File: src/rtl/pll_reconfig_ctrl.sv
// Reset/lock sequencer for a dynamically reconfigurable Gowin rPLL.
// Qualifies LOCK, retries on timeout, and applies divider changes only while the PLL is held in reset.
module pll_reconfig_ctrl #(
    parameter int unsigned RESET_CYCLES = 16,
    parameter int unsigned LOCK_FILTER  = 64,
    parameter int unsigned LOCK_TIMEOUT = 65536,
    parameter int unsigned MAX_RETRY    = 3,
    parameter logic [5:0]  DEF_IDSEL    = 6'd62,
    parameter logic [5:0]  DEF_FBDSEL   = 6'd60,
    parameter logic [5:0]  DEF_ODSEL    = 6'd60
) (
    input  logic                               clk,
    input  logic                               resetn,
    input  logic                               req_valid,
    output logic                               req_ready,
    input  logic [5:0]                         req_idsel,
    input  logic [5:0]                         req_fbdsel,
    input  logic [5:0]                         req_odsel,
    output logic                               pll_reset,
    output logic [5:0]                         pll_idsel,
    output logic [5:0]                         pll_fbdsel,
    output logic [5:0]                         pll_odsel,
    input  logic                               pll_lock,
    output logic                               locked,
    output logic                               sys_rstn,
    output logic                               fail,
    output logic                               lost_lock,
    output logic [$clog2(MAX_RETRY+1)-1:0]     retry_cnt
);

    localparam int unsigned RCW = $clog2(RESET_CYCLES + 1);
    localparam int unsigned FCW = (LOCK_FILTER > 1) ? $clog2(LOCK_FILTER) : 1;
    localparam int unsigned TCW = (LOCK_TIMEOUT > 1) ? $clog2(LOCK_TIMEOUT) : 1;
    localparam int unsigned RW  = $clog2(MAX_RETRY + 1);

    localparam logic [FCW-1:0] FILT_MAX = FCW'(LOCK_FILTER - 1);
    localparam logic [TCW-1:0] TO_MAX   = TCW'(LOCK_TIMEOUT - 1);

    typedef enum logic [1:0] {RESET_HOLD, WAIT_LOCK, LOCKED, FAIL} state_t;

    state_t         state, next_state;
    logic           lock_m, lock_s;
    logic [RCW-1:0] rst_cnt;
    logic [FCW-1:0] filt_cnt;
    logic [TCW-1:0] to_cnt;
    logic           pll_reset_q, locked_q, fail_q;
    logic           accept, lock_ok, timeout, lock_loss, can_retry;

    always_ff @(posedge clk or negedge resetn) begin
        if (!resetn) begin
            lock_m <= 1'b0;
            lock_s <= 1'b0;
        end else begin
            lock_m <= pll_lock;
            lock_s <= lock_m;
        end
    end

    always_ff @(posedge clk or negedge resetn) begin
        if (!resetn) state <= RESET_HOLD;
        else         state <= next_state;
    end

    always_comb begin
        accept    = req_valid && req_ready;
        lock_ok   = lock_s && (filt_cnt == FILT_MAX);
        timeout   = (to_cnt == TO_MAX);
        lock_loss = (state == LOCKED) && !lock_s;
        can_retry = (retry_cnt < RW'(MAX_RETRY));
    end

    always_comb begin
        next_state = state;
        unique case (state)
            RESET_HOLD: if (rst_cnt == RCW'(1)) next_state = WAIT_LOCK;
            WAIT_LOCK: begin
                // a qualifying lock beats a same-cycle timeout
                if (lock_ok)      next_state = LOCKED;
                else if (timeout) next_state = can_retry ? RESET_HOLD : FAIL;
            end
            LOCKED:     if (accept || !lock_s) next_state = RESET_HOLD;
            FAIL:       if (accept) next_state = RESET_HOLD;
        endcase
    end

    always_comb begin
        req_ready = (state == LOCKED) || (state == FAIL);
        pll_reset = pll_reset_q;
        locked    = locked_q;
        sys_rstn  = locked_q;
        fail      = fail_q;
    end

    always_ff @(posedge clk or negedge resetn) begin
        if (!resetn) begin
            rst_cnt     <= RCW'(RESET_CYCLES);
            filt_cnt    <= '0;
            to_cnt      <= '0;
            retry_cnt   <= '0;
            lost_lock   <= 1'b0;
            pll_idsel   <= DEF_IDSEL;
            pll_fbdsel  <= DEF_FBDSEL;
            pll_odsel   <= DEF_ODSEL;
            pll_reset_q <= 1'b1;
            locked_q    <= 1'b0;
            fail_q      <= 1'b0;
        end else begin
            // counters are preloaded/cleared whenever their state is inactive
            if (state == RESET_HOLD) begin
                if (rst_cnt != '0) rst_cnt <= rst_cnt - 1'b1;
            end else begin
                rst_cnt <= RCW'(RESET_CYCLES);
            end

            if (state == WAIT_LOCK) begin
                if (!lock_s)                filt_cnt <= '0;
                else if (filt_cnt != FILT_MAX) filt_cnt <= filt_cnt + 1'b1;
                if (to_cnt != TO_MAX)       to_cnt <= to_cnt + 1'b1;
            end else begin
                filt_cnt <= '0;
                to_cnt   <= '0;
            end

            if (accept) begin
                pll_idsel  <= req_idsel;
                pll_fbdsel <= req_fbdsel;
                pll_odsel  <= req_odsel;
                retry_cnt  <= '0;
            end else if (lock_loss) begin
                retry_cnt  <= '0;
            end else if (state == WAIT_LOCK && !lock_ok && timeout && can_retry) begin
                retry_cnt  <= retry_cnt + 1'b1;
            end

            if (accept)         lost_lock <= lock_loss;
            else if (lock_loss) lost_lock <= 1'b1;

            pll_reset_q <= (next_state == RESET_HOLD);
            locked_q    <= (next_state == LOCKED);
            fail_q      <= (next_state == FAIL);
        end
    end

endmodule

File: config.mk
export PLATFORM = sky130hd
export DESIGN_NAME = pll_reconfig_ctrl
export DESIGN_NICKNAME = d
export VERILOG_FILES = /design/src/rtl/pll_reconfig_ctrl.sv
export SDC_FILE = /design/constraint.sdc
export NUM_CORES = 1
export LEC_CHECK = 0
export ABC_AREA = 1
export ABC_CLOCK_PERIOD_IN_PS = 1500
export BUFFER_PORTS_ARGS = -buffer_cell sky130_fd_sc_hd__buf_4
export CAP_MARGIN = 20
export CORE_MARGIN = 4
export CORE_UTILIZATION = 50
export CTS_CLUSTER_SIZE = 12
export DETAILED_ROUTE_END_ITERATION = 10
export GPL_ROUTABILITY_DRIVEN = 1
export HOLD_SLACK_MARGIN = 0.03
export PLACE_DENSITY = 0.76
export SLEW_MARGIN = 20
export SYNTH_ARGS = -nofsm -noshare
export SYNTH_HDL_FRONTEND = slang
export SYNTH_SLANG_ARGS = --single-unit
File: constraint.sdc
create_clock -name clk -period 1.5 [get_ports clk]
set_input_delay 0.075 -clock clk [delete_from_list [all_inputs] [get_ports clk]]
set_output_delay 0.075 -clock clk [all_outputs]
set_load 0.01 [all_outputs]
==> reports/metrics.csv, run 1 <==
stage;metric;value;unit
place;place_hpwl;4.06;mm
clocking;clk_latency;310;ps
detailed_routing;drc;0;
yosys;ys_types;34;
place;port_buffers;47;
critical_path;r2r_end;fail;
yosys;async_reset_ff_share;100;%
yosys;yosysWarnings;0;
place;placedCellCount;425;
critical_path;crit_start;to_cnt[1];
global_routing;grt_max_degree;56;
floorplan;core;0.00511;sq mm
detailed_routing;vias;2245;
worst_hold_path;hp-start;req_valid;
floorplan;dieWidth;80.6;microns
yosys;synth-edff-count;0;
critical_path;cp_cell_sequence;ha_2 > nand2_2 > nor2_4 > nand2_4 > nor2_8 > nand2_2 > nand2_2 > nand2_2 > nand2_1 > inv_1;
global_routing;grt_first_pass_wirelength;10.3;mm
detailed_routing;routed_via_density;4.92;
yosys;synth_ff_type;dfrtp_1;
detailed_routing;ant_nets;0;
yosys;synth_seq_cells;55;
critical_path;critical-path-slowest-cell;dfrtp_1;
global_routing;antenna_found_initial;0;
pwr;p_leak;0.00174;uW
sta;tightest_slew;676;ps
sta;fin_skew;3.82;ps
place;place.gp.congestion;0.861;
critical_path;cp_data_arrival_time;1670;ps
detailed_routing;post_drt_wl_per_cell;12.8;microns
detailed_routing;drt_iter0_drc;107;
final_layout;area_growth;30.8;%
yosys;ys_seq_area_share;52.9;%
yosys;syn-cell-area;0.00264;sq mm
yosys;postSynthAreaPerCell;8.56;sq um
worst_hold_path;worstHoldEndpoint;state[0];
detailed_routing;dr.pass1.iters;4;
pwr;power_density;1190;mW/mm^2
clocking;cts_buffers;5;
critical_path;reg2reg_depth;10;
yosys;syn_inst;308;
final_layout;nets;413;
critical_path;cp-end-kind;flop;
sta;period_share;97.2;%
final_layout;instances_no_fill;456;
sta;setup_violations;0;
floorplan;die_area;0.00650;sq mm
critical_path;reg2reg_from;to_cnt[1];
floorplan;ios;48;
job;cap_violations;0;
sta;slew_headroom;54.9;%
detailed_routing;totalWireLength;5.85;mm
global_routing;track_usage;20.5;%
floorplan;start_util;51.6;%
sta;finalCriticalPeriod;1460;ps
global_routing;grt_pass1_vias;2318;
clocking;clkTransAtPathRegs;100;ps
sta;rsz0062_at_grt;true;
final_layout;diodes;0;
pwr;peakVddDrop;0.000910;V
critical_path;crit_top_cell;nand2_2;
sta;hold_viol_final;0;
critical_path;critPathRequiredTime;1710;ps
final_layout;drive_gt1_share;28.5;%
worst_hold_path;hold_class;primary input to flop;
floorplan;fp-row-count;26;
final_layout;post-route-util;67.5;%
outcome;status;finished clean;
clocking;htree_levels;2;
yosys;syn_nets;336;
sta;fmax;0.686;GHz
sta;slew_viol_final;0;
clocking;clock_path_buffers;2;
critical_path;r2r_setup_slack;40;ps
floorplan;die_h;80.6;microns
global_routing;overflow;0;
critical_path;cp_max_fo;7;
critical_path;crit_path_start_kind;flop;
critical_path;max_stage_delay;380;ps
clocking;tritoncts;built;
clocking;cts_root_buffer;clkbuf_8;
worst_hold_path;whs_path_depth;4;
clocking;numClockSinks;55;
critical_path;setup.worst_path.class;flop to flop;
## metrics by stage
step	hold slack, ps	worst slack (ps)	TNS [ps]	instance area [sq um]	power (uW)
floorplan	-221	61.9	0	2640	2680
global placement	161	101	0	3100	3170
detailed placement	169	49.3	0	3100	3220
global route	221	-92.5	-409	3450	4390
finish	201	42.0	0	3450	4100
CTS	185	30.5	0	3380	4090
## layer usage
layer | share of wire, % | wire, microns | global-route usage [%]
met1 | 44 | 2600 | 26.6
met2 | 50 | 2910 | 34.5
met3 | 4.5 | 262 | 4.71
met4 | 1.4 | 83 | 5.41
met5 | 0 | 0 | 0
## where the power goes
part / internal, uW / total (uW) / switching (uW)
combinational: 606 / 1280 / 676
sequential: 1800 / 2000 / 203
clock: 328 / 819 / 491
## worst max-delay path by stage
| stage | to | slack [ps] | cells past startpoint |
|---|---|---|---|
| 4_1_cts | fail | 30 | 10 |
| 2_1_floorplan | fail | 60 | 10 |
| 3_5_place_dp | fail | 50 | 10 |
| 5_1_grt | fail | -90 | 10 |
| 3_3_place_gp | fail | 100 | 10 |
| 6_report | fail | 40 | 10 |
## cell families (layout without fill, tap and decap cells)
kind of cell	count (synthesis)	in the layout	synth area share, %
fa+ha+maj	6	6	2.85
xor+xnor	8	8	2.66
compound gates	28	28	6.03
simple gates	177	177	30.4
buf+inv	34	112	5.13
flops	55	55	52.9
## Yosys cell counts (all sizes together), types with 3 or more instances
library cell	n	share of area (%)
clkbuf	3	0.43
inv	26	3.7
xnor2	3	1.0
dfstp	15	15
ha	6	2.8
a31oi	3	0.71
nand2	107	16
a21oi	7	1.3
dfrtp	40	38
xor2	5	1.7
buf	5	1.0
nor2	27	5.1
nor3	6	1.1
nand4	6	1.4
o21ai	12	2.3
nand3	26	5.3
## layout make-up
type	instances	area, sq um
well taps	70	87.6
multi-input cells	219	1150
flip-flops and latches	55	1400
fillers	405	1660
clock buffers	6	72.6
repair buffers	78	636
inverters	26	100
clock inverters	2	12.5
## flip-flops by register name, summed over array words and instances (netlist names), 2 cells and up
name and cells:
to_cnt 16, state 2, pll_odsel 6, pll_fbdsel 6, rst_cnt 5, filt_cnt 6, pll_idsel 6, retry_cnt 2
## cells in the final DEF (no fill, tap or decap), drive strengths merged, types with 5 or more instances in the layout
master and instances:
inv 26, nand4 6, o21ai 12, clkbuf 6
nor3 6, nand2 107, xor2 5, nand3 26
dlygate4sd3 20, nor2 27, dfrtp 40, buf 58
ha 6, dfstp 15, a21oi 7
## critical path, delay by kind of cell, from the launching register on
family	cells	cell delay (ps)
AND/OR/NAND/NOR	8	760
buffers and inverters	1	40
flip-flops	1	380
adder cells (fa/ha/maj)	1	190
## repair_timing
action                     CTS  global route
hold endpoints to repair    59             0
setup endpoints to repair    0            19
setup buffers                0             3
hold buffers                20             0
gates resized for setup      0            13
Note: power is estimated with default switching activity, not from simulation.
==> inputs of run 2 (changes only) <==
==> constraint.sdc (replaced) <==
create_clock -name clk -period 1.5 [get_ports clk]
set_input_delay 0.15 -clock clk [delete_from_list [all_inputs] [get_ports clk]]
set_output_delay 0.15 -clock clk [all_outputs]
set_load 0.01 [all_outputs]
==> run 2 against run 1 <==
Compared with the run above: maximum frequency shrank 0.30%; count of clock-buffer cells in the layout did not move; core utilization is 0.59 points lower; critical endpoint unchanged; worst setup slack worse by 4.3 ps; via count decreased by 0.89%; final cell count decreased by 0.66%; clock skew barely moved; non-clock buffer count decreased by 3; first-iteration DRC count shrank 12%; highest routed layer unchanged; critical path depth unchanged; clock power is essentially flat.
==> reports/metrics.csv, run 2 (synthesized netlist as in run 1, its figures left out) <==
stage;metric;value;unit;change
clocking;tritoncts;built;;
clocking;cts_root_buffer;clkbuf_8;;
clocking;numClockSinks;55;;unchanged
clocking;clk_latency;310;ps;about the same
global_routing;grt_pass1_vias;2241;;-3.3%
floorplan;start_util;51.6;%;unchanged
global_routing;track_usage;20.1;%;-0.39 points
sta;fin_skew;4.24;ps;+0.422 ps
place;place.gp.congestion;0.861;;unchanged
final_layout;nets;410;;-0.73%
place;place_ws;49.3;ps;unchanged
critical_path;cp-end-kind;flop;;
final_layout;diodes;0;;unchanged
critical_path;critPathRequiredTime;1710;ps;about the same
job;cap_violations;0;;unchanged
clocking;cts_buffers;5;;unchanged
pwr;peakVddDrop;0.000866;V;-4.9%
sta;rsz0062_at_grt;true;;
floorplan;fp-row-count;26;;unchanged
final_layout;drive_gt1_share;28.7;%;+0.22 points
sta;hold_viol_final;0;;unchanged
final_layout;fin_area;0.00342;sq mm;-0.87%
critical_path;setup.worst_path.class;flop to flop;;
sta;slew_viol_final;0;;unchanged
critical_path;crit_path_start_kind;flop;;
global_routing;antenna_found_initial;0;;unchanged
final_layout;area_growth;29.7;%;
floorplan;dieWidth;80.6;microns;unchanged
worst_hold_path;hold_class;primary input to flop;;
pwr;p_total;4090;uW;-0.24%
outcome;status;finished clean;;
critical_path;cp_max_fo;7;;unchanged
detailed_routing;drt_iter0_drc;94;;-12%
floorplan;ios;48;;unchanged
pwr;power_density;1200;mW/mm^2;+0.63%
floorplan;die_h;80.6;microns;unchanged
floorplan;core;0.00511;sq mm;unchanged
detailed_routing;drc;0;;unchanged
clocking;clock_path_buffers;2;;unchanged
sta;fmax;0.684;GHz;-0.30%
place;place_hpwl;4.06;mm;unchanged
detailed_routing;routed_via_density;4.91;;-0.23%
final_layout;instances_no_fill;453;;-0.66%
final_layout;layout_commonest_cell;nand2_1;;
detailed_routing;vias;2225;;-0.89%
clocking;clkTransAtPathRegs;100;ps;about the same
detailed_routing;post_drt_wl_per_cell;12.9;microns;+0.58%
sta;slew_headroom;54.6;%;-0.33 points
sta;hold-worst-slack;43.2;ps;-158 ps
sta;tightest_slew;681;ps;+4.93 ps
clocking;htree_levels;2;;unchanged
final_layout;top_register;to_cnt;;
sta;finalCriticalPeriod;1460;ps;+4.32 ps
critical_path;cp_data_arrival_time;1670;ps;about the same
detailed_routing;dr.pass1.iters;4;;unchanged
place;placedCellCount;425;;unchanged
detailed_routing;totalWireLength;5.85;mm;about the same
final_layout;largest_register_ffs;16;;unchanged
detailed_routing;ant_nets;0;;unchanged
sta;fin_ws;37.7;ps;-4.32 ps
final_layout;layout_common_cells;95 x nand2_1, 58 x buf_4, 40 x dfrtp_1, 23 x inv_1, 23 x nand3_1;;
floorplan;die_area;0.00650;sq mm;unchanged
global_routing;grt_first_pass_wirelength;10.1;mm;-1.8%
sta;setup_violations;0;;unchanged
sta;period_share;97.5;%;+0.29 points
place;place_area;0.00310;sq mm;unchanged
global_routing;overflow;0;;unchanged
place;port_buffers;47;;unchanged
pwr;p_leak;0.00172;uW;-0.72%
global_routing;grt_max_degree;56;;unchanged
-- run 2: changes by cell type in the layout (fill, tap and decap cells not counted), sizes merged --
cell,change
dlygate4sd3,-3
-- run 2: critical path, cell delays in order, from the launching register on --
cell	delay, ps
dfrtp_1	380
ha_2	190
nand2_2	70
nor2_4	160
nand2_4	90
nor2_8	160
nand2_2	80
nand2_2	60
nand2_2	70
nand2_1	70
inv_1	40
-- run 2: stage by stage --
stage / TNS (ps) / util, %
6_report: 0 / 67.0
5_1_grt: -411 / 67.0
4_1_cts: 0 / 65.1
3_5_place_dp: 0 / 60.7
3_3_place_gp: 0 / 60.7
2_1_floorplan: 0 / -
-- run 2: timing repair --
action / CTS / global route
setup buffers: 0 / 3
setup endpoints to repair: 0 / 19
hold endpoints to repair: 53 / 3
hold buffers: 14 / 3
resized for setup: 0 / 13
-- run 2: layout make-up --
type | count | area (sq um)
tap | 70 | 87.6
clock inverter | 2 | 12.5
clock buffer | 6 | 72.6
sequential | 55 | 1400
timing repair buffer | 75 | 606
fill | 414 | 1690
multi-input combinational | 219 | 1150
inverter | 26 | 100
-- run 2: report_power, final --
| part | leakage [uW] | internal [uW] | total (uW) | switching [uW] |
|---|---|---|---|---|
| clock network | 0.0000412 | 328 | 819 | 491 |
| logic | 0.000993 | 601 | 1270 | 673 |
| registers | 0.000689 | 1800 | 2000 | 201 |
-- run 2: worst paths after layout --
kind,cells past startpoint,start,slack (ps),to
max,10,to_cnt[1],40,fail
min,3,req_odsel[3],40,pll_odsel[3]
max reg2reg,10,to_cnt[1],40,fail
min reg2reg,0,lock_m,360,lock_s
max in group asynchronous,2,resetn,630,to_cnt[7]
min in group asynchronous,2,resetn,420,filt_cnt[4]
-- run 2: layer usage --
layer,up-vias,track usage [%],part of all wire [%]
met5,-,0,0
met4,0,5.57,0.79
met3,6,5.04,4.6
met2,48,33.0,50
met1,1037,26.4,45
li1,1134,-,-
